$ cat config.mk
export PLATFORM = sky130hd
export DESIGN_NAME = bus_initiator
export DESIGN_NICKNAME = d
export VERILOG_FILES = /design/src/rtl/bus_initiator_pkg.sv /design/src/rtl/bus_initiator_timeout.sv /design/src/rtl/bus_initiator.sv
export SDC_FILE = /design/constraint.sdc
export NUM_CORES = 1
export LEC_CHECK = 0
export ABC_AREA = 1
export BUFFER_PORTS_ARGS = -buffer_cell sky130_fd_sc_hd__buf_2
export CAP_MARGIN = 20
export CORE_MARGIN = 1.5
export CORE_UTILIZATION = 45
export CTS_BUF_LIST = sky130_fd_sc_hd__clkbuf_4 sky130_fd_sc_hd__clkbuf_8
export CTS_CLUSTER_SIZE = 8
export DETAILED_ROUTE_END_ITERATION = 7
export GPL_TIMING_DRIVEN = 0
export PLACE_DENSITY = 0.87
export SYNTH_ARGS = -nofsm -noshare
export SYNTH_HDL_FRONTEND = slang
export SYNTH_HIERARCHICAL = 1
export SYNTH_SLANG_ARGS = --single-unit
$ cat constraint.sdc
create_clock -name clk -period 4.9 [get_ports clk]
set_input_delay 0.735 -clock clk [delete_from_list [all_inputs] [get_ports clk]]
set_output_delay 0.735 -clock clk [all_outputs]
set_load 0.005 [all_outputs]
$ cat src/rtl/bus_initiator_pkg.sv
// bus_initiator_pkg: shared state encodings, bus constants and helpers for the bus initiator
package bus_initiator_pkg;
   typedef enum logic [1:0] {
      ST_IDLE   = 2'd0,
      ST_ACCESS = 2'd1,
      ST_RESP   = 2'd2
   } state_t;
   localparam logic [3:0]  WSTRB_READ   = 4'b0000;
   localparam logic [31:0] SYSTICK_BASE = 32'h8000_0100;
   function automatic logic is_read(input logic [3:0] wstrb);
      return wstrb == WSTRB_READ;
   endfunction
   // counter width able to hold n, never narrower than one bit
   function automatic int cnt_width(input int n);
      return (n < 1) ? 1 : $clog2(n + 1);
   endfunction
endpackage

$ cat src/rtl/bus_initiator_timeout.sv
// bus_initiator_timeout: saturating ACCESS-cycle counter that flags the abort edge
//   clk, reset (async, active-high) | run: count this cycle | clear: zero the count
//   expired: this edge brings the count to TIMEOUT_CYCLES (never set when TIMEOUT_CYCLES==0)
module bus_initiator_timeout
   import bus_initiator_pkg::*;
#(
   parameter int TIMEOUT_CYCLES = 255
) (
   input  logic clk,
   input  logic reset,
   input  logic run,
   input  logic clear,
   output logic expired
);
   localparam int W = cnt_width(TIMEOUT_CYCLES);
   localparam logic [W-1:0] SAT  = W'(TIMEOUT_CYCLES);
   localparam logic [W-1:0] LAST = W'((TIMEOUT_CYCLES > 0) ? TIMEOUT_CYCLES - 1 : 0);
   logic [W-1:0] r_cnt;
   always_ff @(posedge clk or posedge reset)
      if (reset) r_cnt <= '0;
      else if (clear) r_cnt <= '0;
      else if (run && r_cnt != SAT) r_cnt <= r_cnt + W'(1);
   // fire one cycle early so the abort edge is the one where the count hits the limit
   assign expired = (TIMEOUT_CYCLES != 0) && run && (r_cnt == LAST);
endmodule

$ cat src/rtl/bus_initiator.sv
// bus_initiator: turns single valid/ready commands into one native-bus transaction each
//   cmd_*: command port (wstrb 0 = read) | rsp_*: response port (rdata, err)
//   mem_*: native memory bus towards the target | clk, reset (async, active-high)
module bus_initiator
   import bus_initiator_pkg::*;
#(
   parameter int TIMEOUT_CYCLES = 255,
   parameter bit ALIGN_CHECK    = 1'b1
) (
   input  logic        clk,
   input  logic        reset,
   input  logic        cmd_valid,
   output logic        cmd_ready,
   input  logic [31:0] cmd_addr,
   input  logic [31:0] cmd_wdata,
   input  logic [3:0]  cmd_wstrb,
   output logic        rsp_valid,
   input  logic        rsp_ready,
   output logic [31:0] rsp_rdata,
   output logic        rsp_err,
   output logic        mem_valid,
   output logic [31:0] mem_addr,
   output logic [31:0] mem_wdata,
   output logic [3:0]  mem_wstrb,
   input  logic        mem_ready,
   input  logic [31:0] mem_rdata
);
   state_t      r_state;
   logic        r_mem_valid;
   logic [31:0] r_mem_addr;
   logic [31:0] r_mem_wdata;
   logic [3:0]  r_mem_wstrb;
   logic        r_rsp_valid;
   logic [31:0] r_rsp_rdata;
   logic        r_rsp_err;
   logic        w_expired;
   logic        w_in_access;
   logic        w_leave;
   assign w_in_access = r_state == ST_ACCESS;
   assign w_leave     = w_in_access && (mem_ready || w_expired);
   bus_initiator_timeout #(.TIMEOUT_CYCLES(TIMEOUT_CYCLES)) u_timeout (
      .clk    (clk),
      .reset  (reset),
      .run    (w_in_access),
      .clear  (w_leave),
      .expired(w_expired)
   );
   always_ff @(posedge clk or posedge reset)
      if (reset) begin
         r_state     <= ST_IDLE;
         r_mem_valid <= 1'b0;
         r_mem_addr  <= '0;
         r_mem_wdata <= '0;
         r_mem_wstrb <= '0;
         r_rsp_valid <= 1'b0;
         r_rsp_rdata <= '0;
         r_rsp_err   <= 1'b0;
      end else begin
         case (r_state)
            ST_IDLE:
               if (cmd_valid) begin
                  if (ALIGN_CHECK && cmd_addr[1:0] != 2'b00) begin
                     r_rsp_valid <= 1'b1;
                     r_rsp_rdata <= '0;
                     r_rsp_err   <= 1'b1;
                     r_state     <= ST_RESP;
                  end else begin
                     r_mem_addr  <= cmd_addr;
                     r_mem_wdata <= cmd_wdata;
                     r_mem_wstrb <= cmd_wstrb;
                     r_mem_valid <= 1'b1;
                     r_state     <= ST_ACCESS;
                  end
               end
            ST_ACCESS:
               // mem_ready takes priority over a timeout landing on the same edge
               if (mem_ready || w_expired) begin
                  r_mem_valid <= 1'b0;
                  r_rsp_valid <= 1'b1;
                  r_rsp_rdata <= (mem_ready && is_read(r_mem_wstrb)) ? mem_rdata : '0;
                  r_rsp_err   <= !mem_ready;
                  r_state     <= ST_RESP;
               end
            ST_RESP:
               if (rsp_ready) begin
                  r_rsp_valid <= 1'b0;
                  r_state     <= ST_IDLE;
               end
            default: r_state <= ST_IDLE;
         endcase
      end
   assign cmd_ready = r_state == ST_IDLE;
   assign mem_valid = r_mem_valid;
   assign mem_addr  = r_mem_addr;
   assign mem_wdata = r_mem_wdata;
   assign mem_wstrb = r_mem_wstrb;
   assign rsp_valid = r_rsp_valid;
   assign rsp_rdata = r_rsp_rdata;
   assign rsp_err   = r_rsp_err;
endmodule

=== Word level (Yosys, flattened, before mapping) ===
Cells that the tools add are included.

* Add/sub/neg operators: 1
* Eq/ne operators: 9
* Multiplexer cells: 23
* Bitwise operators: 1
* Reductions and logical operators: 17

{| class="wikitable"
|+ Operators by type and width
! operator !! number
|-
| $mux 32 || 4
|-
| $pmux 32 s2 || 1
|-
| $mux 8 || 2
|-
| $add 8x1->8 const B || 1
|-
| $eq 8x8->1 const B || 1
|-
| $mux 1 || 8
|-
| $mux 2 || 4
|-
| $ne 2x2->1 const B || 4
|-
| $ne 8x8->1 const B || 1
|-
| $reduce_and 4->1 || 2
|-
| $pmux 2 s3 || 1
|-
| $reduce_and 3->1 || 2
|-
| $reduce_bool 2->1 || 3
|-
| $reduce_and 5->1 || 1
|-
| $logic_and 1x1->1 || 4
|-
| $logic_not 4->1 || 1
|-
| $pmux 1 s2 || 2
|-
| $pmux 1 s3 || 1
|-
| $reduce_bool 3->1 || 1
|-
| $eq 2x1->1 const B || 1
|-
| $eq 2x2->1 const B || 1
|-
| $logic_not 2->1 || 1
|-
| $ne 2x1->1 const B || 1
|-
| $logic_not 1->1 || 1
|-
| 2 further kinds || 2
|}

* Bits in registers: 113
* Output and inout port bits: 104
* Word-level logic and storage cells: 60

=== Depth between registers and ports, before layout ===
Gate-level depths: netlist of the first run.

* Word-level depth: 5
* Mapped depth: 12
* Mapped depth without buffers: 11

=== By module ===
The synthesis of the first run kept the hierarchy.

{| class="wikitable"
|+ By module, submodules not included
! module !! instances !! cells each !! area an instance (µm²) !! sequential area each (µm²)
|-
| bus_initiator || 1 || 460 || 4111.4 || 2627.5
|-
| bus_initiator_timeout || 1 || 77 || 531.8 || 200.2
|}

=== Least setup slack after synthesis of the first run ===
OpenSTA, ideal clock, no wires.

* Path kind: register -> register
* Start: reg r_state[0]
* End: reg u_timeout.r_cnt[7]
* Arrival: 1.920 ns
* Setup slack: 2.862 ns
* Cell stages (with the launch flop): 13
* Path buffers: 1
* Path through: dfrtp_1 inv_1 nor2_4 buf_2 nand2_1 nor4_1 nor2_1 nor3_1 inv_2 nand2_4 clkinv_2 nand2_1 nand2_1

* Longest elaborated chain between the ends: 5

{| class="wikitable"
|+ RTL lines
! element !! RTL line !! source
|-
| from (decl) || bus_initiator.sv:28 || <nowiki>state_t r_state;</nowiki>
|-
| from (signal assigned) || bus_initiator.sv:50 || <nowiki>r_state <= ST_IDLE;</nowiki>
|-
| from (signal assigned) || bus_initiator.sv:66 || <nowiki>r_state <= ST_RESP;</nowiki>
|-
| from (signal assigned) || bus_initiator.sv:72 || <nowiki>r_state <= ST_ACCESS;</nowiki>
|-
| $eq 2x1->1 (*) || bus_initiator.sv:39 || <nowiki>assign w_in_access = r_state == ST_ACCESS;</nowiki>
|-
| named net w_in_access || bus_initiator.sv:37 || <nowiki>logic w_in_access;</nowiki>
|-
| $logic_and 1x1->1 (*) || bus_initiator_timeout.sv:24 || <nowiki>assign expired = (TIMEOUT_CYCLES != 0) && run && (r_cnt == LAST);</nowiki>
|-
| named net w_expired || bus_initiator.sv:36 || <nowiki>logic w_expired;</nowiki>
|-
| $logic_or 1x1->1 (*) || bus_initiator.sv:40 || <nowiki>assign w_leave = w_in_access && (mem_ready || w_expired);</nowiki>
|-
| $logic_and 1x1->1 (*) || bus_initiator.sv:40 ||
|-
| named net w_leave || bus_initiator.sv:38 || <nowiki>logic w_leave;</nowiki>
|-
| $mux 8 or $reduce_bool 2->1 (tied branches) || n/a ||
|-
| to (signal assigned) || bus_initiator_timeout.sv:22 || <nowiki>else if (run && r_cnt != SAT) r_cnt <= r_cnt + W'(1);</nowiki>
|-
| to (decl) || bus_initiator_timeout.sv:18 || <nowiki>logic [W-1:0] r_cnt;</nowiki>
|}

Mark *: on every way through the listed nets, which the timed path passes. The rest lies on a longest branch.
A chain may end at the register's enable or synchronous reset.

=== Final worst setup path of the first run ===
* Start: reg r_state[0]
* End: reg u_timeout.r_cnt[3]

Same word-level chain as after synthesis.

==> insert_results.sql, run 1 <==
INSERT INTO impl_metrics (metric_group, metric, value, unit) VALUES
('outcome', 'status', 'finished clean', ''),
('power_and_ir_drop', 'cellInternalPower', '2140', 'µW'),
('synth', 'synth_seq_cells', '113', ''),
('cells_and_area', 'fin_nets', '872', ''),
('power_and_ir_drop', 'power_frac_clock', '0.275', ''),
('setup_path', 'cpLargestDelayFamily', 'simple AND/OR/NAND/NOR gates', ''),
('floorplanning', 'die_h', '105', 'µm'),
('sta', 'finClkSkew', '0.0131', 'ns'),
('placement', 'place.port_buffers', '208', ''),
('setup_path', 'r2r_end', 'u_timeout/r_cnt[3]', ''),
('setup_path', 'type_of_origin_of_the_critical_path', 'flip-flop', ''),
('detailed_routing', 'routed_via_density', '4.62', ''),
('floorplanning', 'rows', '36', ''),
('setup_path', 'path_common_cell', 'sky130_fd_sc_hd__nand2_1', ''),
('clock_tree', 'clock_latency', '0.41', 'ns'),
('placement', 'dpl.hpwl', '8.57', 'mm'),
('power_and_ir_drop', 'switching_power_total', '1030', 'µW'),
('setup_path', 'reg2reg_depth', '12', ''),
('synth', 'number_of_enable_type_register_cells_in_the_synthesized_netlist', '0', ''),
('floorplanning', 'die_area', '10900', 'µm²'),
('clock_tree', 'cts.path.max_buffers', '2', ''),
('detailed_routing', 'drtIter0Drc', '246', ''),
('placement', 'post_placement_setup_slack', '2.44', 'ns'),
('clock_tree', 'cts.repair_timing.setup_buffer_count', '0', ''),
('power_and_ir_drop', 'p_sw_frac', '0.326', ''),
('power_and_ir_drop', 'total_power', '3170', 'µW'),
('worst_hold_path', 'worstHoldPathType', 'input port to async pin', ''),
('power_and_ir_drop', 'ir_worst_vdd', '0.283', 'mV'),
('power_and_ir_drop', 'power_density', '505', 'nW/µm²'),
('detailed_routing', 'drt_pass1_iterations', '4', ''),
('setup_path', 'timing.reg2reg.setup_slack', '2.41', 'ns'),
('synth', 'average_cell_area_after_synthesis', '8.65', 'µm²'),
('synth', 'sequential_cell_area_fraction_in_the_yosys_report', '0.609', ''),
('power_and_ir_drop', 'power.share.combinational', '0.280', ''),
('power_and_ir_drop', 'power.share.sequential', '0.445', ''),
('detailed_routing', 'drc', '0', ''),
('cells_and_area', 'n_fill_cell', '868', ''),
('global_routing', 'grt_pass1_wl', '18.6', 'mm'),
('detailed_routing', 'routed_wire_length_per_instance', '12.7', 'µm'),
('global_routing', 'grt_antenna_before_repair', '0', ''),
('synth', 'synth_largest_area_cell', 'sky130_fd_sc_hd__dfrtp_1', ''),
('sta', 'maxSlewViolCount', '0', ''),
('sta', 'grt_setup_unrepaired', 'false', ''),
('setup_path', 'critical_path.endpoint_type', 'flip-flop', ''),
('global_routing', 'first_global_vias', '4021', ''),
('synth', 'synthesis.nets', '644', ''),
('sta', 'period_share', '0.508', ''),
('setup_path', 'critical_path.reg2reg.startpoint', 'r_state[0]', ''),
('sta', 'finalWorstPathRequiredPeriod', '2.49', 'ns'),
('sta', 'slew_at_the_pin_closest_to_its_max_slew_limit', '0.662', 'ns'),
('synth', 'synth_ff_type', 'sky130_fd_sc_hd__dfrtp_1', ''),
('placement', 'placement.cell_area', '5880', 'µm²'),
('power_and_ir_drop', 'leakagePower', '0.00375', 'µW'),
('sta', 'final-hold-violation-count', '0', ''),
('global_routing', 'grt_use_total', '0.215', ''),
('clock_tree', 'tritoncts.num_buffers', '17', ''),
('sta', 'peak_clock_frequency_supported_by_timing', '0.401', 'GHz'),
('cells_and_area', 'post-route-util', '0.633', ''),
('job', 'max_cap_violations', '0', ''),
('setup_path', 'cp_cell_sequence', 'inv_1 > nor2_4 > buf_2 > nand2_1 > nor4_1 > nor2_1 > nor3_1 > inv_2 > nand2_4 > clkinv_2 > nand2_1 > nand2_1', ''),
('clock_tree', 'cts-htree-levels', '4', ''),
('clock_tree', 'cts_tree', 'built', ''),
('setup_path', 'worst_path_max_delay_cell', 'sky130_fd_sc_hd__dfrtp_1', ''),
('setup_path', 'worst-path-max-fanout', '14', ''),
('setup_path', 'critical_path_required', '5.19', 'ns'),
('floorplanning', 'core_area', '9910', 'µm²'),
('detailed_routing', 'finalWirelength', '11.5', 'mm'),
('global_routing', 'grt_start_max_net_pins', '54', ''),
('clock_tree', 'hold_fix_buffers_cts', '0', ''),
('cells_and_area', 'n_antenna_cell', '0', ''),
('floorplanning', 'start_util', '0.469', '');
final cells by class:
| type | count | area [µm²] | area share |
|---|---|---|---|
| Clock inverter | 11 | 140 | 0.0223 |
| Buffer | 23 | 143 | 0.0227 |
| Multi-Input combinational cell | 379 | 1590 | 0.253 |
| Tap cell | 133 | 166 | 0.0265 |
| Sequential cell | 113 | 2830 | 0.451 |
| Inverter | 22 | 86.3 | 0.0138 |
| Timing Repair Buffer | 209 | 1070 | 0.170 |
| Clock buffer | 19 | 255 | 0.0407 |
worst max path at each step:
| stage | start | endpoint | slack, ns | cells past startpoint |
|---|---|---|---|---|
| 2_1_floorplan | reset | mem_addr[0] | 1.40 | 1 |
| 3_3_place_gp | reset | mem_wdata[1] | 0.29 | 2 |
| 3_5_place_dp | r_state[0] | u_timeout/r_cnt[7] | 2.44 | 12 |
| 4_1_cts | r_state[0] | u_timeout/r_cnt[3] | 2.41 | 12 |
| 5_1_grt | r_state[0] | u_timeout/r_cnt[3] | 2.11 | 12 |
| 6_report | r_state[0] | u_timeout/r_cnt[3] | 2.41 | 12 |
cells in the mapped netlist, types with 2 or more instances:
master                     count
sky130_fd_sc_hd__buf_4         6
sky130_fd_sc_hd__nand3_1      40
sky130_fd_sc_hd__ha_1          2
sky130_fd_sc_hd__inv_1        18
sky130_fd_sc_hd__dfrtp_1     113
sky130_fd_sc_hd__o21ai_0       6
sky130_fd_sc_hd__nand2_2       5
sky130_fd_sc_hd__buf_2         9
sky130_fd_sc_hd__nor2_1       16
sky130_fd_sc_hd__clkbuf_1      5
sky130_fd_sc_hd__buf_6         3
sky130_fd_sc_hd__xor2_1        2
sky130_fd_sc_hd__o21ai_1       3
sky130_fd_sc_hd__nor3_1        3
sky130_fd_sc_hd__nor2_4        4
sky130_fd_sc_hd__inv_2         3
sky130_fd_sc_hd__nand4_1       2
sky130_fd_sc_hd__nand2_1     290
placed cells by master (no fill, tap or decap), types with 4 or more instances in the layout:
cell type                  count
sky130_fd_sc_hd__nand3_1      40
sky130_fd_sc_hd__buf_4         6
sky130_fd_sc_hd__nand2_2       5
sky130_fd_sc_hd__clkbuf_8     18
sky130_fd_sc_hd__dfrtp_1     113
sky130_fd_sc_hd__o21ai_0       6
sky130_fd_sc_hd__inv_1        17
sky130_fd_sc_hd__clkbuf_1      5
sky130_fd_sc_hd__nor2_1       16
sky130_fd_sc_hd__buf_2       217
sky130_fd_sc_hd__nor2_4        4
sky130_fd_sc_hd__clkinv_2      6
sky130_fd_sc_hd__nand2_1     290
through the flow:
stage / cells / hold WS [ns]
CTS: 909 / 0.286
global route: 909 / 0.293
finish: 909 / 0.303
global placement: 878 / 0.446
detailed placement: 879 / 0.451
floorplan: 537 / 0.460
power by group through the flow:
stage	registers [µW]	logic [µW]	clock network, µW
final	1410	889	872
after global routing	1450	1010	944
after CTS	1410	906	892
after detailed placement	1420	906	0
after global placement	1410	875	0
after floorplan	1430	428	0
cells by family (layout without fill, tap and decap cells):
| kind of cell | after synthesis | count (layout) | synth area share |
|---|---|---|---|
| simple gates | 364 | 364 | 0.321 |
| flops | 113 | 113 | 0.609 |
| buf+inv | 45 | 284 | 0.0488 |
| compound gates | 11 | 11 | 0.0124 |
| fa+ha+maj | 2 | 2 | 0.00539 |
| xor+xnor | 2 | 2 | 0.00377 |
worst register-to-register path, cell delays in order (launching register included):
cell and delay (ns):
sky130_fd_sc_hd__dfrtp_1 0.45, sky130_fd_sc_hd__inv_1 0.13, sky130_fd_sc_hd__nor2_4 0.19, sky130_fd_sc_hd__buf_2 0.32, sky130_fd_sc_hd__nand2_1 0.09, sky130_fd_sc_hd__nor4_1 0.18, sky130_fd_sc_hd__nor2_1 0.10, sky130_fd_sc_hd__nor3_1 0.41
sky130_fd_sc_hd__inv_2 0.16, sky130_fd_sc_hd__nand2_4 0.14, sky130_fd_sc_hd__clkinv_2 0.08, sky130_fd_sc_hd__nand2_1 0.07, sky130_fd_sc_hd__nand2_1 0.06
layer usage:
layer / GRT usage / part of all wire
met4: 0.0763 / 0.0080
met5: 0 / 0
met3: 0.0549 / 0.066
met1: 0.270 / 0.43
met2: 0.359 / 0.50
flip-flops by register name, summed over array words and instances (netlist names):
name             cells
mem_addr            32
mem_wdata           32
rsp_rdata           32
u_timeout/r_cnt      8
mem_wstrb            4
r_state              2
mem_valid            1
rsp_err              1
rsp_valid            1
No activity file was read; power rests on OpenSTA's default activity.
==> run 2: changes to the inputs <==
--- a/config.mk
+++ b/config.mk
@@ -9,12 +9,12 @@
 export BUFFER_PORTS_ARGS = -buffer_cell sky130_fd_sc_hd__buf_2
 export CAP_MARGIN = 20
 export CORE_MARGIN = 1.5
-export CORE_UTILIZATION = 45
+export CORE_UTILIZATION = 44
 export CTS_BUF_LIST = sky130_fd_sc_hd__clkbuf_4 sky130_fd_sc_hd__clkbuf_8
 export CTS_CLUSTER_SIZE = 8
 export DETAILED_ROUTE_END_ITERATION = 7
 export GPL_TIMING_DRIVEN = 0
-export PLACE_DENSITY = 0.87
+export PLACE_DENSITY = 0.89
 export SYNTH_ARGS = -nofsm -noshare
 export SYNTH_HDL_FRONTEND = slang
 export SYNTH_HIERARCHICAL = 1
==> constraint.sdc (replaced) <==
create_clock -name clk -period 2.11 [get_ports clk]
set_input_delay 0.3165 -clock clk [delete_from_list [all_inputs] [get_ports clk]]
set_output_delay 0.3165 -clock clk [all_outputs]
set_load 0.005 [all_outputs]
==> run 2 against run 1 <==
Critical path depth did not move; largest power group unchanged; fmax rose by 30%; sequential cell count did not move; combinational power rose by 140%; utilization fell by 2.1 points; sequential share of layout area fell by 0.11 points; first-iteration DRC count fell by 7.7%.
==> insert_results.sql, run 2 (synthesized netlist as in run 1, its figures left out) <==
INSERT INTO impl_metrics (metric_group, metric, value, unit) VALUES
('clock_tree', 'cts-htree-levels', '4', ''),
('sta', 'grt_setup_unrepaired', 'false', ''),
('sta', 'final_critical_path_setup_slack', '0.198', 'ns'),
('power_and_ir_drop', 'cellInternalPower', '4640', 'µW'),
('setup_path', 'critical_path.endpoint_type', 'flip-flop', ''),
('clock_tree', 'cts.path.max_buffers', '2', ''),
('global_routing', 'grt_use_total', '0.224', ''),
('floorplanning', 'rows', '37', ''),
('global_routing', 'first_global_vias', '4252', ''),
('outcome', 'status', 'finished clean', ''),
('cells_and_area', 'drive_gt1_frac', '0.360', ''),
('global_routing', 'grt_antenna_before_repair', '1', ''),
('global_routing', 'remaining_overflow_grt', '0', ''),
('detailed_routing', 'drt.antenna.violating_nets', '0', ''),
('sta', 'finClkSkew', '0.0106', 'ns'),
('detailed_routing', 'drt_pass1_iterations', '5', ''),
('placement', 'place.port_buffers', '208', ''),
('power_and_ir_drop', 'ir_worst_vdd', '0.772', 'mV'),
('floorplanning', 'die_width', '106', 'µm'),
('detailed_routing', 'dr_total_vias', '4268', ''),
('cells_and_area', 'multi_input_logic_area', '1610', 'µm²'),
('global_routing', 'grt_start_max_net_pins', '44', ''),
('placement', 'globalplace.congestion', '0.847', ''),
('floorplanning', 'start_util', '0.452', ''),
('sta', 'setup_viol_count_final', '0', ''),
('placement', 'placement.cell_area', '5900', 'µm²'),
('floorplanning', 'die_h', '106', 'µm'),
('clock_tree', 'cts_tree', 'built', ''),
('sta', 'peak_clock_frequency_supported_by_timing', '0.523', 'GHz'),
('power_and_ir_drop', 'power_frac_clock', '0.239', ''),
('setup_path', 'path_common_cell', 'sky130_fd_sc_hd__nand2_1', ''),
('setup_path', 'worst_path_max_delay_cell', 'sky130_fd_sc_hd__dfrtp_2', ''),
('detailed_routing', 'routed_via_density', '4.65', ''),
('detailed_routing', 'drc', '0', ''),
('power_and_ir_drop', 'total_power', '7120', 'µW'),
('worst_hold_path', 'worstHoldPathType', 'input port to flip-flop', ''),
('power_and_ir_drop', 'power.share.sequential', '0.463', ''),
('detailed_routing', 'drtIter0Drc', '227', ''),
('clock_tree', 'clock_latency', '0.41', 'ns'),
('cells_and_area', 'layout.cells.most_common_list', 'sky130_fd_sc_hd__nand2_1 (290), sky130_fd_sc_hd__buf_2 (216), sky130_fd_sc_hd__dfrtp_1 (112)', ''),
('setup_path', 'critical_path_class', 'flip-flop to flip-flop', ''),
('power_and_ir_drop', 'power_density', '1130', 'nW/µm²'),
('cells_and_area', 'fin_nets', '877', ''),
('setup_path', 'cpLargestDelayFamily', 'simple AND/OR/NAND/NOR gates', ''),
('setup_path', 'cp_cell_sequence', 'inv_1 > nor2_4 > buf_6 > nand2_1 > nor4_2 > nor2_1 > nor3_2 > inv_2 > nand2_4 > clkinv_2 > nand2_1 > nand2_1', ''),
('setup_path', 'critical_path_required', '2.39', 'ns'),
('placement', 'dpl.hpwl', '9.10', 'mm'),
('setup_path', 'worst-path-max-fanout', '14', ''),
('sta', 'maxSlewViolCount', '0', ''),
('clock_tree', 'clk_pin_slew', '0.07', 'ns'),
('setup_path', 'worst_path_largest_cell_delay', '0.42', 'ns'),
('setup_path', 'critPathArrivalTime', '2.20', 'ns'),
('setup_path', 'type_of_origin_of_the_critical_path', 'flip-flop', ''),
('power_and_ir_drop', 'power.share.combinational', '0.298', ''),
('cells_and_area', 'sequential_cell_area', '2830', 'µm²'),
('setup_path', 'cp_num_buf_inv', '4', ''),
('cells_and_area', 'n_fill_cell', '970', ''),
('sta', 'period_share', '0.906', ''),
('clock_tree', 'tritoncts.num_buffers', '17', ''),
('global_routing', 'grt_pass1_wl', '19.6', 'mm'),
('detailed_routing', 'routed_wire_length_per_instance', '13.2', 'µm'),
('power_and_ir_drop', 'p_sw_frac', '0.347', ''),
('detailed_routing', 'finalWirelength', '12.1', 'mm'),
('cells_and_area', 'design_area', '6290', 'µm²'),
('sta', 'slew_at_the_pin_closest_to_its_max_slew_limit', '0.553', 'ns'),
('placement', 'post_placement_setup_slack', '-0.336', 'ns'),
('cells_and_area', 'final_common_cell', 'sky130_fd_sc_hd__nand2_1', ''),
('floorplanning', 'io_pins', '209', ''),
('power_and_ir_drop', 'switching_power_total', '2470', 'µW'),
('floorplanning', 'die_area', '11200', 'µm²'),
('sta', 'slew_headroom', '0.629', ''),
('sta', 'final-hold-violation-count', '0', ''),
('power_and_ir_drop', 'leakagePower', '0.00373', 'µW'),
('job', 'max_cap_violations', '0', ''),
('sta', 'finalWorstPathRequiredPeriod', '1.91', 'ns'),
('clock_tree', 'root_buffer_cell', 'sky130_fd_sc_hd__clkbuf_8', ''),
('cells_and_area', 'syn_to_final_growth', '35.5', '%'),
('clock_tree', 'cts_num_sinks', '113', ''),
('floorplanning', 'core_area', '10300', 'µm²');
==> run 2: cell count changes in the layout (fill, tap and decap cells not counted), moves of 2 or more <==
| cell | delta |
|---|---|
| sky130_fd_sc_hd__buf_6 | +2 |
| sky130_fd_sc_hd__clkinvlp_4 | +5 |
| sky130_fd_sc_hd__buf_12 | +2 |
| sky130_fd_sc_hd__buf_4 | +2 |
| sky130_fd_sc_hd__bufinv_16 | -3 |
| sky130_fd_sc_hd__clkinv_4 | -2 |
==> run 2: path summary, 6_finish.rpt <==
path                            slack (ns)                  to  cells past startpoint          start
worst max-delay path                  0.20  u_timeout/r_cnt[1]                     12     r_state[0]
worst min-delay path                  0.11       mem_wdata[21]                      3  cmd_wdata[21]
worst max register to register        0.20  u_timeout/r_cnt[1]                     12     r_state[0]
worst min register to register        0.47        mem_wdata[4]                      2   mem_wdata[4]
max in group asynchronous             1.01        mem_addr[31]                      4          reset
min in group asynchronous             0.45  u_timeout/r_cnt[3]                      3          reset
==> run 2: power groups by stage <==
stage / Clock, µW / Combinational (µW) / Sequential, µW
finish: 1700 / 2120 / 3300
global route: 1860 / 2400 / 3380
CTS: 1760 / 2140 / 3300
detailed placement: 0 / 2120 / 3310
global placement: 0 / 2020 / 3290
floorplan: 0 / 994 / 3330
==> run 2: routing by layer <==
layer,track usage,vias to the layer above,part of all wire
li1,-,2119,-
met1,0.267,1949,0.42
met2,0.386,180,0.50
met3,0.0674,20,0.066
met4,0.0724,0,0.016
met5,0,-,0
==> run 2: what timing repair did <==
| item | in CTS | in global routing |
|---|---|---|
| hold endpoints to repair | 29 | 0 |
| hold buffers | 1 | 0 |
| pin swaps | 2 | 1 |
| gates resized for setup | 5 | 2 |
| setup buffers | 2 | 1 |
| setup endpoints to repair | 38 | 30 |
==> run 2: layout make-up <==
type | instances | area share
Sequential cell | 113 | 0.450
Multi-Input combinational cell | 379 | 0.256
Timing Repair Buffer | 214 | 0.177
Clock buffer | 19 | 0.0416
Tap cell | 136 | 0.0270
Buffer | 23 | 0.0243
Inverter | 22 | 0.0139
Clock inverter | 11 | 0.0107
Antenna cell | 1 | 0.000398
==> run 2: worst reg2reg max path, stage by stage (launching register included) <==
cell and delay (ns):
sky130_fd_sc_hd__dfrtp_2 0.42, sky130_fd_sc_hd__inv_1 0.11, sky130_fd_sc_hd__nor2_4 0.13, sky130_fd_sc_hd__buf_6 0.17
sky130_fd_sc_hd__nand2_1 0.08, sky130_fd_sc_hd__nor4_2 0.14, sky130_fd_sc_hd__nor2_1 0.11, sky130_fd_sc_hd__nor3_2 0.22
sky130_fd_sc_hd__inv_2 0.11, sky130_fd_sc_hd__nand2_4 0.11, sky130_fd_sc_hd__clkinv_2 0.09, sky130_fd_sc_hd__nand2_1 0.06
sky130_fd_sc_hd__nand2_1 0.06
==> run 2: metrics by stage <==
step / cells / hold slack (ns) / utilization / setup TNS (ns)
detailed placement: 883 / 0.331 / 0.574 / -6.15
floorplan: 537 / 0.132 / - / 0
CTS: 916 / 0.0715 / 0.610 / 0
global route: 918 / 0.0744 / 0.612 / 0
finish: 918 / 0.106 / 0.612 / 0
global placement: 881 / 0.325 / 0.570 / -19.25
